<file path="config.mk">
export PLATFORM = sky130hd
export DESIGN_NAME = adaptive_mode_sequencer
export DESIGN_NICKNAME = d
export VERILOG_FILES = /design/src/rtl/adaptive_mode_sequencer.sv
export SDC_FILE = /design/constraint.sdc
export NUM_CORES = 1
export LEC_CHECK = 0
export BUFFER_PORTS_ARGS = -buffer_cell sky130_fd_sc_hd__buf_2
export CAP_MARGIN = 20
export CORE_MARGIN = 4
export CORE_UTILIZATION = 25
export CTS_CLUSTER_DIAMETER = 150
export DETAILED_ROUTE_END_ITERATION = 10
export PLACE_DENSITY = 0.46
export SYNTH_ARGS = -nofsm -noshare
export SYNTH_HDL_FRONTEND = slang
export SYNTH_SLANG_ARGS = --single-unit
</file>
<file path="constraint.sdc">
create_clock -name clk -period 2.2 [get_ports clk]
set_clock_uncertainty 0.2 [all_clocks]
set_input_delay 0.11 -clock clk [delete_from_list [all_inputs] [get_ports clk]]
set_output_delay 0.11 -clock clk [all_outputs]
set_load 0.02 [all_outputs]
</file>
<file path="src/rtl/adaptive_mode_sequencer.sv">
// rtl/adaptive_mode_sequencer.sv - control-unit mode sequencer with drain/swap handshake, dwell and auto policy
//
// Ports:
//   clk, rst       clock; synchronous active-high reset
//   valid          fetch activity sample
//   req_valid      manual mode-change request; req_mode is the target
//   auto_en        enable the windowed activity policy
//   req_ready      request accepted this cycle (combinational)
//   active_mode    current mode index; mode_onehot is its decode (combinational)
//   issue_stall    fetch must not issue; switching marks DRAIN/SWAP
//   switch_done    pulse on first RUN cycle after a switch
//   req_err        pulse after an out-of-range request was dropped
//   switch_count   completed switches, saturating
module adaptive_mode_sequencer #(
    parameter int NUM_MODES    = 4,
    parameter int RESET_MODE   = 0,
    parameter int DRAIN_CYCLES = 3,
    parameter int MIN_DWELL    = 16,
    parameter int WIN_LEN      = 64,
    parameter int UP_THRESH    = 48,
    parameter int DOWN_THRESH  = 8,
    parameter int CNT_W        = 16,
    localparam int MODE_W      = (NUM_MODES > 2) ? $clog2(NUM_MODES) : 1
) (
    input  logic                 clk,
    input  logic                 rst,
    input  logic                 valid,
    input  logic                 req_valid,
    input  logic [MODE_W-1:0]    req_mode,
    input  logic                 auto_en,
    output logic                 req_ready,
    output logic [MODE_W-1:0]    active_mode,
    output logic [NUM_MODES-1:0] mode_onehot,
    output logic                 issue_stall,
    output logic                 switching,
    output logic                 switch_done,
    output logic                 req_err,
    output logic [CNT_W-1:0]     switch_count
);

    localparam int DRN_W = (DRAIN_CYCLES > 1) ? $clog2(DRAIN_CYCLES) : 1;
    localparam int DWL_W = (MIN_DWELL > 0) ? $clog2(MIN_DWELL + 1) : 1;
    localparam int WIN_W = $clog2(WIN_LEN);
    localparam int ACT_W = $clog2(WIN_LEN + 1);

    localparam logic [MODE_W-1:0] TOP_MODE   = MODE_W'(NUM_MODES - 1);
    localparam logic [MODE_W-1:0] RST_MODE   = MODE_W'(RESET_MODE);
    localparam logic [MODE_W:0]   MODE_LIMIT = (MODE_W + 1)'(NUM_MODES);
    localparam logic [DRN_W-1:0]  DRN_LOAD   = DRN_W'(DRAIN_CYCLES - 1);
    localparam logic [DWL_W-1:0]  DWL_LOAD   = DWL_W'(MIN_DWELL);
    localparam logic [WIN_W-1:0]  WIN_LAST   = WIN_W'(WIN_LEN - 1);

    typedef enum logic [1:0] {
        S_RUN   = 2'd0,
        S_DRAIN = 2'd1,
        S_SWAP  = 2'd2
    } state_t;

    state_t            state, state_n;
    logic [MODE_W-1:0] mode_n, target, target_n;
    logic [DRN_W-1:0]  drain_cnt, drain_n;
    logic [DWL_W-1:0]  dwell, dwell_n;
    logic [WIN_W-1:0]  win_cnt, win_n;
    logic [ACT_W-1:0]  act_cnt, act_n, act_total;
    logic [CNT_W-1:0]  count_n;
    logic              done_n, err_n;
    logic              auto_req;
    logic [MODE_W-1:0] auto_mode;

    always_comb begin
        state_n   = state;
        mode_n    = active_mode;
        target_n  = target;
        drain_n   = drain_cnt;
        dwell_n   = dwell;
        win_n     = win_cnt;
        act_n     = act_cnt;
        count_n   = switch_count;
        done_n    = 1'b0;
        err_n     = 1'b0;
        auto_req  = 1'b0;
        auto_mode = active_mode;
        req_ready = (state == S_RUN) && (dwell == '0);
        // Activity including the current cycle, so the decision sees the full window.
        act_total = act_cnt + {{(ACT_W - 1){1'b0}}, valid};

        case (state)
            S_RUN: begin
                if (dwell != '0) begin
                    dwell_n = dwell - DWL_W'(1);
                end
                if (auto_en) begin
                    if (win_cnt == WIN_LAST) begin
                        win_n = '0;
                        act_n = '0;
                        if (int'(act_total) >= UP_THRESH && active_mode < TOP_MODE) begin
                            auto_req  = 1'b1;
                            auto_mode = active_mode + MODE_W'(1);
                        end else if (int'(act_total) <= DOWN_THRESH && active_mode != '0) begin
                            auto_req  = 1'b1;
                            auto_mode = active_mode - MODE_W'(1);
                        end
                    end else begin
                        win_n = win_cnt + WIN_W'(1);
                        act_n = act_total;
                    end
                end else begin
                    win_n = '0;
                    act_n = '0;
                end
                // A taken manual request (even a no-op or an error) swallows the auto decision.
                if (req_valid && req_ready) begin
                    if ({1'b0, req_mode} >= MODE_LIMIT) begin
                        err_n = 1'b1;
                    end else if (req_mode != active_mode) begin
                        target_n = req_mode;
                        drain_n  = DRN_LOAD;
                        state_n  = S_DRAIN;
                    end
                end else if (auto_req && req_ready) begin
                    target_n = auto_mode;
                    drain_n  = DRN_LOAD;
                    state_n  = S_DRAIN;
                end
            end
            S_DRAIN: begin
                if (drain_cnt == '0) begin
                    state_n = S_SWAP;
                end else begin
                    drain_n = drain_cnt - DRN_W'(1);
                end
            end
            S_SWAP: begin
                state_n = S_RUN;
                mode_n  = target;
                if (switch_count != '1) begin
                    count_n = switch_count + CNT_W'(1);
                end
                dwell_n = DWL_LOAD;
                win_n   = '0;
                act_n   = '0;
                done_n  = 1'b1;
            end
            default: state_n = S_RUN;
        endcase
    end

    always_ff @(posedge clk) begin
        if (rst) begin
            state        <= S_RUN;
            active_mode  <= RST_MODE;
            target       <= RST_MODE;
            drain_cnt    <= '0;
            dwell        <= '0;
            win_cnt      <= '0;
            act_cnt      <= '0;
            switch_count <= '0;
            issue_stall  <= 1'b0;
            switching    <= 1'b0;
            switch_done  <= 1'b0;
            req_err      <= 1'b0;
        end else begin
            state        <= state_n;
            active_mode  <= mode_n;
            target       <= target_n;
            drain_cnt    <= drain_n;
            dwell        <= dwell_n;
            win_cnt      <= win_n;
            act_cnt      <= act_n;
            switch_count <= count_n;
            issue_stall  <= (state_n != S_RUN);
            switching    <= (state_n != S_RUN);
            switch_done  <= done_n;
            req_err      <= err_n;
        end
    end

    always_comb begin
        mode_onehot = '0;
        for (int i = 0; i < NUM_MODES; i++) begin
            mode_onehot[i] = (active_mode == MODE_W'(i));
        end
    end

endmodule

</file>
After elaboration in Yosys (flattened, before gate mapping). Cells that the tools add are included.

Add/sub/neg operators: 7. $lt $le $gt $ge: 3. Equal/unequal tests: 13. Mux-type cells: 31. Reduce and logical (&&, ||, !) cells: 19.

Operator list (count): 2-to-1 mux 2 bit (15); adder 16 x 1 -> 16 bit (second input constant) (1); inequality test 16 bit (second input constant) (1); 2-to-1 mux 7 bit (2); one-hot mux 7 bit (2 select lines) (1); 2-to-1 mux 6 bit (2); one-hot mux 6 bit (2 select lines) (1); one-hot mux 5 bit (2 select lines) (1); nonzero test 2 bit (5); one-hot mux 2 bit (2 select lines) (2); adder 7 x 1 -> 7 bit (1); greater-or-equal comparator 7 x 6 -> 1 bit (second input constant) (1); <= comparator 7 x 4 -> 1 bit (second input constant) (1); adder 6 x 1 -> 6 bit (second input constant) (1); == test 2 bit (second input constant) (3); == test 6 bit (second input constant) (1); zero test 2 bit (3); 2-to-1 mux 1 bit (6); logical AND 1 bit (5); zero test 5 bit (1); 2-to-1 mux 5 bit (1); nonzero test 5 bit (1); subtractor 5 x 1 -> 5 bit (second input constant) (1); == test 2 x 1 -> 1 bit (second input constant) (2); other kinds (11) (14).

Register bits after elaboration: 44. Bits of input ports: 7. Output and inout bits: 27. Logic and storage cells: 83.

Depth between registers and ports, before layout. Gate-level depths: netlist of the first run.

Word-level depth: 13. Mapped depth: 8. Depth with buffers taken out: 8.

Least setup slack after synthesis of the first run. No wires, ideal clock.

Path type: register to register. From: register dwell[0]. To: register target[1]. Setup time: 0.116 ns. Arrival time: 1.971 ns. Data required time: 1.884 ns. Path slack: -0.088 ns. Cell stages (with the launch flop): 8. Path buffers: 0. Clock period less this slack: 2.288 ns. Cells stage by stage: dfxtp_1 > inv_1 > ha_1 > or4b_4 > or3_1 > inv_1 > o2111ai_1 > o211a_1.

Word-level cells in the longest chain between the ends: 5. Elaborated cells between the ends (all ways): 8. Classes of those cells: eq/ne (1); mux (1); reduce/logical (6).

Ends and longest elaborated chain: from (decl) (RTL line 62) `logic [DWL_W-1:0] dwell, dwell_n;`; from (signal assigned) (RTL line 167) `dwell <= dwell_n;`; zero test 5 bit * (RTL line 83) `req_ready = (state == S_RUN) && (dwell == '0);`; logical AND 1 bit * (RTL line 83); via req_ready (RTL line 31) `output logic req_ready,`; logical AND 1 bit (on tied branches) (RTL line 112, 120); inequality test 2 x 1 -> 1 bit (no source line) or nonzero test 2 bit (tied branches); AND reduction 3 bit (no source line); to (signal assigned) (RTL line 165) `target <= target_n;`; to (decl) (RTL line 60) `logic [MODE_W-1:0] mode_n, target, target_n;`.

The timed path passes the listed nets; every way through them passes the cells marked *. A chain may end at the register's enable or synchronous reset.

Worst setup path in the final report of the first run.
From: register act_cnt[0]. To: register target[1].

Word-level cells in the longest chain between the ends: 11. Elaborated cells between the ends (all ways): 19. Classes of those cells: add/sub (1); order compare (2); mux (11); reduce/logical (5).

Ends and longest elaborated chain: from (decl) (RTL line 64) `logic [ACT_W-1:0] act_cnt, act_n, act_total;`; from (signal assigned) (RTL line 169) `act_cnt <= act_n;`; adder 7 x 1 -> 7 bit * (RTL line 85) `act_total = act_cnt + {{(ACT_W - 1){1'b0}}, valid};`; <= comparator 7 x 4 -> 1 bit (RTL line 99) `end else if (int'(act_total) <= DOWN_THRESH && active_mode != '0) begin`; logical AND 1 bit (RTL line 99); 2-to-1 mux 1 bit (RTL line 99); 2-to-1 mux 1 bit (RTL line 96) `if (int'(act_total) >= UP_THRESH && active_mode < TOP_MODE) begin`; 2-to-1 mux 1 bit (RTL line 93) `if (win_cnt == WIN_LAST) begin`; 2-to-1 mux 1 bit (RTL line 92) `if (auto_en) begin`; 2-to-1 mux 1 bit (RTL line 87) `case (state)`; logical AND 1 bit (RTL line 120) `end else if (auto_req && req_ready) begin`; nonzero test 2 bit (no source line); AND reduction 3 bit (no source line).

Mark *: on every way between the ends. The rest lies on a longest branch, timed or not. The select of a mux whose other input is x is not followed.

==> results_dict.tcl, run 1 <==
set metrics [dict create \
    status "finished, violations left" \
    violations "negative setup slack" \
    yosysMostFrequentCell "dfxtp_1" \
    fin_crit_sh 1.04 \
    h-tree-depth 2 \
    cpPeakStageDelay_ns 0.36 \
    rsz0062_at_grt "yes" \
    period_needed_ns 2.28 \
    die_h_um 104 \
    synth-async-reset-ratio 0 \
    worst_path_max_delay_cell "o41a_1" \
    worst_slack_ns -0.0782 \
    p_per_area_nw_per_um2 656 \
    grt_pass1_wl_mm 9.60 \
    dpl.hpwl_mm 3.99 \
    grt_usage 0.104 \
    place_congestion 0.777 \
    switching_share 0.308 \
    synth-seq-area-share 0.379 \
    dieWidth_um 104 \
    critPathLaunchType "flip-flop" \
    cp.required_ns 2.24 \
    synth_edf_count 0 \
    path_cells "ha_2, o41a_1, a41o_1, a221oi_4, buf_6, o2111ai_2, a21oi_1, o211a_1" \
    endpoint_kind "flip-flop" \
    ys_top_cells_by_area "dfxtp_1 (38%), nor2_1 (7.0%), a21oi_1 (6.7%)" \
    pwr-share-clk 0.263 \
    drv_cap 0 \
    drive_gt1_frac 0.231 \
    fin_nets 355 \
    critical_path_arrival_ns 2.32 \
    path_class "reg -> reg" \
    drtIter0Drc 57 \
    vias 2124 \
    fmax_mhz 439 \
    nFillCells 959 \
    cts_tree "built" \
    syn_avg_cell_area_sq_um 8.15 \
    detail_route.wirelength_mm 5.53 \
    clock_sinks 44 \
    core_sq_um 8890 \
    p_leak_nw 1.18 \
    setup_viol 3 \
    worst-path-max-fanout 3 \
    ant_nets 0 \
    synth_commonest_cells "dfxtp_1 (44), nor2_1 (43), a21oi_1 (31)" \
    synth_top_cell_area_share 0.379 \
    p_int_mw 1.31 \
    first_global_vias 2002 \
    grt_max_degree 45 \
    root_buffer "clkbuf_8" \
    die_area_sq_um 10900 \
    yosys_most_used_dff "dfxtp_1" \
    use_met3 0.0279 \
    clk_pin_slew_ns 0.08 \
    ff_latch_area_sq_um 882 \
    antenna_found_initial 0 \
    rows 34 \
    cp_top_family "compound AO/OA/AOI/OAI gates" \
    clk_latency_ns 0.29 \
    synth_area_leader_cell "dfxtp_1" \
    syn-num-nets 302 \
    drtPass1Iterations 4 \
    pwr-share-seq 0.462 \
    wl_per_cell_um 12.4 \
    syn2layout_area_growth_pct 24.7 \
    viasPerCell 4.76 \
    multiInputGateArea_sq_um 1340 \
    hold_viol 0 \
    synth.cell_area_sq_um 2320 \
    yosysWarnings 0 \
    io_pins 34 \
    grt_util_met2 0.163 \
    final_max_slew_viol_count 0 \
    ir_drop_mv 0.229 \
    synth-seq-cells 44 \
    yosysUniqueCellTypes 51 \
    crit_buf_inv 1 \
    numCtsBuffers 5 \
    final_util 0.326 \
    synthCells 285 \
    drc 0 \
    start_util 0.261 \
    switchingPower_uw 584 \
    io_buffers 32 \
    gr-total-overflow 0 \
    diodes 0 \
    preCtsSetupSlack_ns -0.107 \
    min_path_type "in -> reg" \
    combPwrFrac 0.275 \
    grtUsageMet1 0.141 \
    clockBufferDepth 2 \
    busiest_layer "met2" \
]
==> cells in the final DEF, fill, tap and decap left out, types with 7 or more instances in the layout <==
master and instances:
buf_4 27, xnor2_1 11, dfxtp_1 43, or3_1 8, ha_1 8, buf_2 31
inv_1 16, a21oi_1 31, nor3_1 7, o21ai_1 13, nor2_1 43, nand2_1 11
==> state kept, by name, summed over array words and instances, names as in the netlist <==
| signal | count |
|---|---|
| active_mode | 2 |
| act_cnt | 7 |
| dwell | 5 |
| drain_cnt | 2 |
| switching | 1 |
| switch_count | 16 |
| win_cnt | 6 |
| state | 2 |
| switch_done | 1 |
| target | 2 |
==> per-stage QoR <==
step | setup TNS [ns] | hold slack [ns] | total power, mW | instance area (sq um) | instances
after global placement | -0.173 | 0.251 | 1.40 | 2760 | 436
after CTS | -0.171 | 0.0423 | 1.93 | 2890 | 446
after global routing | -0.595 | 0.0780 | 2.03 | 2900 | 446
final | -0.181 | 0.0889 | 1.90 | 2900 | 446
after floorplan | -0.0309 | 0.109 | 1.23 | 2340 | 285
after detailed placement | -0.221 | 0.258 | 1.40 | 2760 | 436
==> per-layer routing <==
metal | vias to the layer above | share of wire
li1 | 1100 | -
met1 | 979 | 0.51
met2 | 41 | 0.43
met3 | 4 | 0.052
met4 | 0 | 0.0051
met5 | - | 0
==> logic make-up (layout without fill, tap and decap cells) <==
group | count (synthesis) | after routing | share of synthesized area
DFF | 44 | 44 | 0.379
buffers and inverters | 32 | 85 | 0.0598
and+or+nand+nor | 112 | 112 | 0.252
other | 1 | 1 | 0.00161
muxes | 2 | 2 | 0.00916
xor gates and xnor gates | 14 | 14 | 0.0528
adders and majority gates | 10 | 10 | 0.0539
AOI/OAI and AO/OA | 70 | 70 | 0.191
==> power by group through the flow <==
stage / Sequential, mW / Combinational, mW / Clock, mW
final: 0.877 / 0.523 / 0.499
after global routing: 0.885 / 0.597 / 0.550
after CTS: 0.878 / 0.526 / 0.525
after detailed placement: 0.896 / 0.500 / 0
after global placement: 0.895 / 0.502 / 0
after floorplan: 0.896 / 0.332 / 0
==> layout make-up <==
type / instances / area share
Clock buffer: 5 / 0.0238
Clock inverter: 2 / 0.00432
Inverter: 17 / 0.0229
Multi-Input combinational cell: 209 / 0.463
Sequential cell: 44 / 0.305
Tap cell: 108 / 0.0467
Timing Repair Buffer: 61 / 0.134
==> final timing paths <==
kind                 from           end  slack (ns)  cells past startpoint
max            act_cnt[0]     target[1]       -0.08                      8
min reg2reg  drain_cnt[0]  drain_cnt[0]        0.27                      2
min             req_valid     target[1]        0.09                      4
max reg2reg    act_cnt[0]     target[1]       -0.08                      8
==> worst min-delay path: stages <==
cell	delay, ns
buf_2	0.10
inv_1	0.06
o2111ai_2	0.11
o211a_1	0.17
==> what timing repair did <==
item / in CTS / in global routing
endpoints found under the hold margin: 2 / 0
endpoints found under the setup margin: 4 / 6
gates cloned: 0 / 0
resized for setup: 6 / 1
setup buffers: 1 / 0
hold buffers: 2 / 0
pin swaps: 3 / 1
(Power assumes the default switching activity.)
==> inputs of run 2 (changes only) <==
--- a/config.mk
+++ b/config.mk
@@ -8,10 +8,10 @@
 export BUFFER_PORTS_ARGS = -buffer_cell sky130_fd_sc_hd__buf_2
 export CAP_MARGIN = 20
 export CORE_MARGIN = 4
-export CORE_UTILIZATION = 25
+export CORE_UTILIZATION = 30
 export CTS_CLUSTER_DIAMETER = 150
 export DETAILED_ROUTE_END_ITERATION = 10
-export PLACE_DENSITY = 0.46
+export PLACE_DENSITY = 0.52
 export SYNTH_ARGS = -nofsm -noshare
 export SYNTH_HDL_FRONTEND = slang
 export SYNTH_SLANG_ARGS = --single-unit
==> results_dict.tcl, run 2 (synthesis gave the netlist of run 1 again) <==
set metrics [dict create \
    holdCritStartpoint "req_valid" \
    p_leak_nw 1.20 \
    use_met3 0.0336 \
    grt_max_degree 18 \
    critical_path_arrival_ns 2.31 \
    numCtsBuffers 5 \
    drive_gt1_frac 0.247 \
    instances_no_fill 439 \
    fmax_mhz 434 \
    drc 0 \
    final_util 0.399 \
    worst_slack_ns -0.105 \
    clk_latency_ns 0.30 \
    core_sq_um 7370 \
    final_area_sq_um 2940 \
    rsz0062_at_grt "yes" \
    diodes 0 \
    io_pins 34 \
    drv_cap 0 \
    syn2layout_area_growth_pct 26.6 \
    rows 31 \
    crit_start "act_cnt[0]" \
    largest_reg_flops 16 \
    regToRegStartpoint "act_cnt[0]" \
    hold_viol 0 \
    cts_tree "built" \
    detail_route.wirelength_mm 5.46 \
    drtIter0Drc 39 \
    largest_register "switch_count" \
    endpoint_kind "flip-flop" \
    die_area_sq_um 9210 \
    clockBufferDepth 2 \
    clk_pin_slew_ns 0.09 \
    die_h_um 96.0 \
    placed_area_sq_um 2730 \
    ir_drop_mv 0.300 \
    fin_nets 356 \
    dpl.hpwl_mm 4.02 \
    period_needed_ns 2.31 \
    violations "negative setup slack" \
    critPathLaunchType "flip-flop" \
    min_path_type "in -> reg" \
    status "finished, violations left" \
    path_cells "ha_4, o41a_1, a41o_1, a221oi_4, o211ai_1, a22o_1, o211a_1" \
    antenna_found_initial 0 \
    first_global_vias 2092 \
    vias 2106 \
    p_per_area_nw_per_um2 706 \
    dieWidth_um 96.0 \
    ant_nets 0 \
    setup_viol 3 \
    drtPass1Iterations 4 \
    worst-path-max-fanout 4 \
    worst_path_max_delay_cell "dfxtp_2" \
    final_max_slew_viol_count 0 \
    grt_util_met2 0.214 \
    clock_sinks 44 \
    final_common_cell "nor2_1" \
    placed_cells 425 \
    layout_common_cells "nor2_1 (43), dfxtp_1 (41), buf_2 (31)" \
    start_util 0.315 \
    fin_crit_sh 1.05 \
    path_class "reg -> reg" \
    io_buffers 32 \
    busiest_layer "met2" \
    viasPerCell 4.80 \
    reg_top3 "switch_count: 16 flops, act_cnt: 7 flops, win_cnt: 6 flops" \
    grtUsageMet1 0.157 \
    cp.required_ns 2.20 \
    grt_pass1_wl_mm 9.36 \
    root_buffer "clkbuf_8" \
    place_congestion 0.781 \
    h-tree-depth 2 \
    wl_per_cell_um 12.4 \
    grt_usage 0.128 \
    gr-total-overflow 0 \
    setup_tns_ns -0.131 \
    cpPeakStageDelay_ns 0.37 \
]
-- run 2: cell types whose count changed in the layout (fill, tap and decap cells not counted), sizes merged --
| cell | before | now |
|---|---|---|
| bufinv | 0 | 1 |
| clkinv | 1 | 2 |
| clkinvlp | 1 | 0 |
| dlygate4sd3 | 2 | 3 |
-- run 2: repair_timing --
| item | 4_1_cts | 5_1_grt |
|---|---|---|
| hold endpoints to repair | 14 | 0 |
| resized for setup | 10 | 2 |
| pin swaps | 5 | 1 |
| hold buffers | 3 | 0 |
| buffers inserted | 2 | 1 |
| endpoints found under the setup margin | 4 | 7 |
| gates cloned | 0 | 0 |
-- run 2: worst max-delay path: cells and delay by family (launching register included) --
family | cells | cell delay [ns]
AO/OA/AOI/OAI | 6 | 1.42
adder cells (fa/ha/maj) | 1 | 0.21
flip-flops | 1 | 0.37
-- run 2: metrics by stage --
step	total power, mW	worst slack, ns	hold slack, ns
after global placement	1.37	-0.0865	0.251
after CTS	2.09	-0.0846	0.0791
after floorplan	1.23	-0.0309	0.109
after global routing	2.22	-0.181	0.104
final	2.08	-0.105	0.0834
after detailed placement	1.37	-0.124	0.264
-- run 2: final timing paths --
| kind | to | cells past startpoint | slack, ns |
|---|---|---|---|
| setup / recovery | target[1] | 7 | -0.11 |
| setup reg to reg | target[1] | 7 | -0.11 |
| hold reg to reg | target[0] | 2 | 0.27 |
| hold / removal | target[1] | 4 | 0.08 |
-- run 2: power breakdown --
part           internal, mW  total, mW  switching, mW  leakage (nW)
sequential            0.848      0.883         0.0349         0.357
combinational         0.270      0.541          0.271         0.784
clock                 0.343      0.652          0.310        0.0583
-- run 2: final cells by class --
type                    count  area (sq um)
clock inverters             3          47.5
well taps                  99           124
repair buffers             62           399
inverters                  17          63.8
multi-input cells         209          1350
fillers                   792          4430
flip-flops and latches     44           885
clock buffers               5          68.8
-- run 2: routing by layer --
metal	vias up	wire length, um
met5	-	0
met4	0	87
met3	7	185
met2	26	2610
met1	968	2580
li1	1105	-
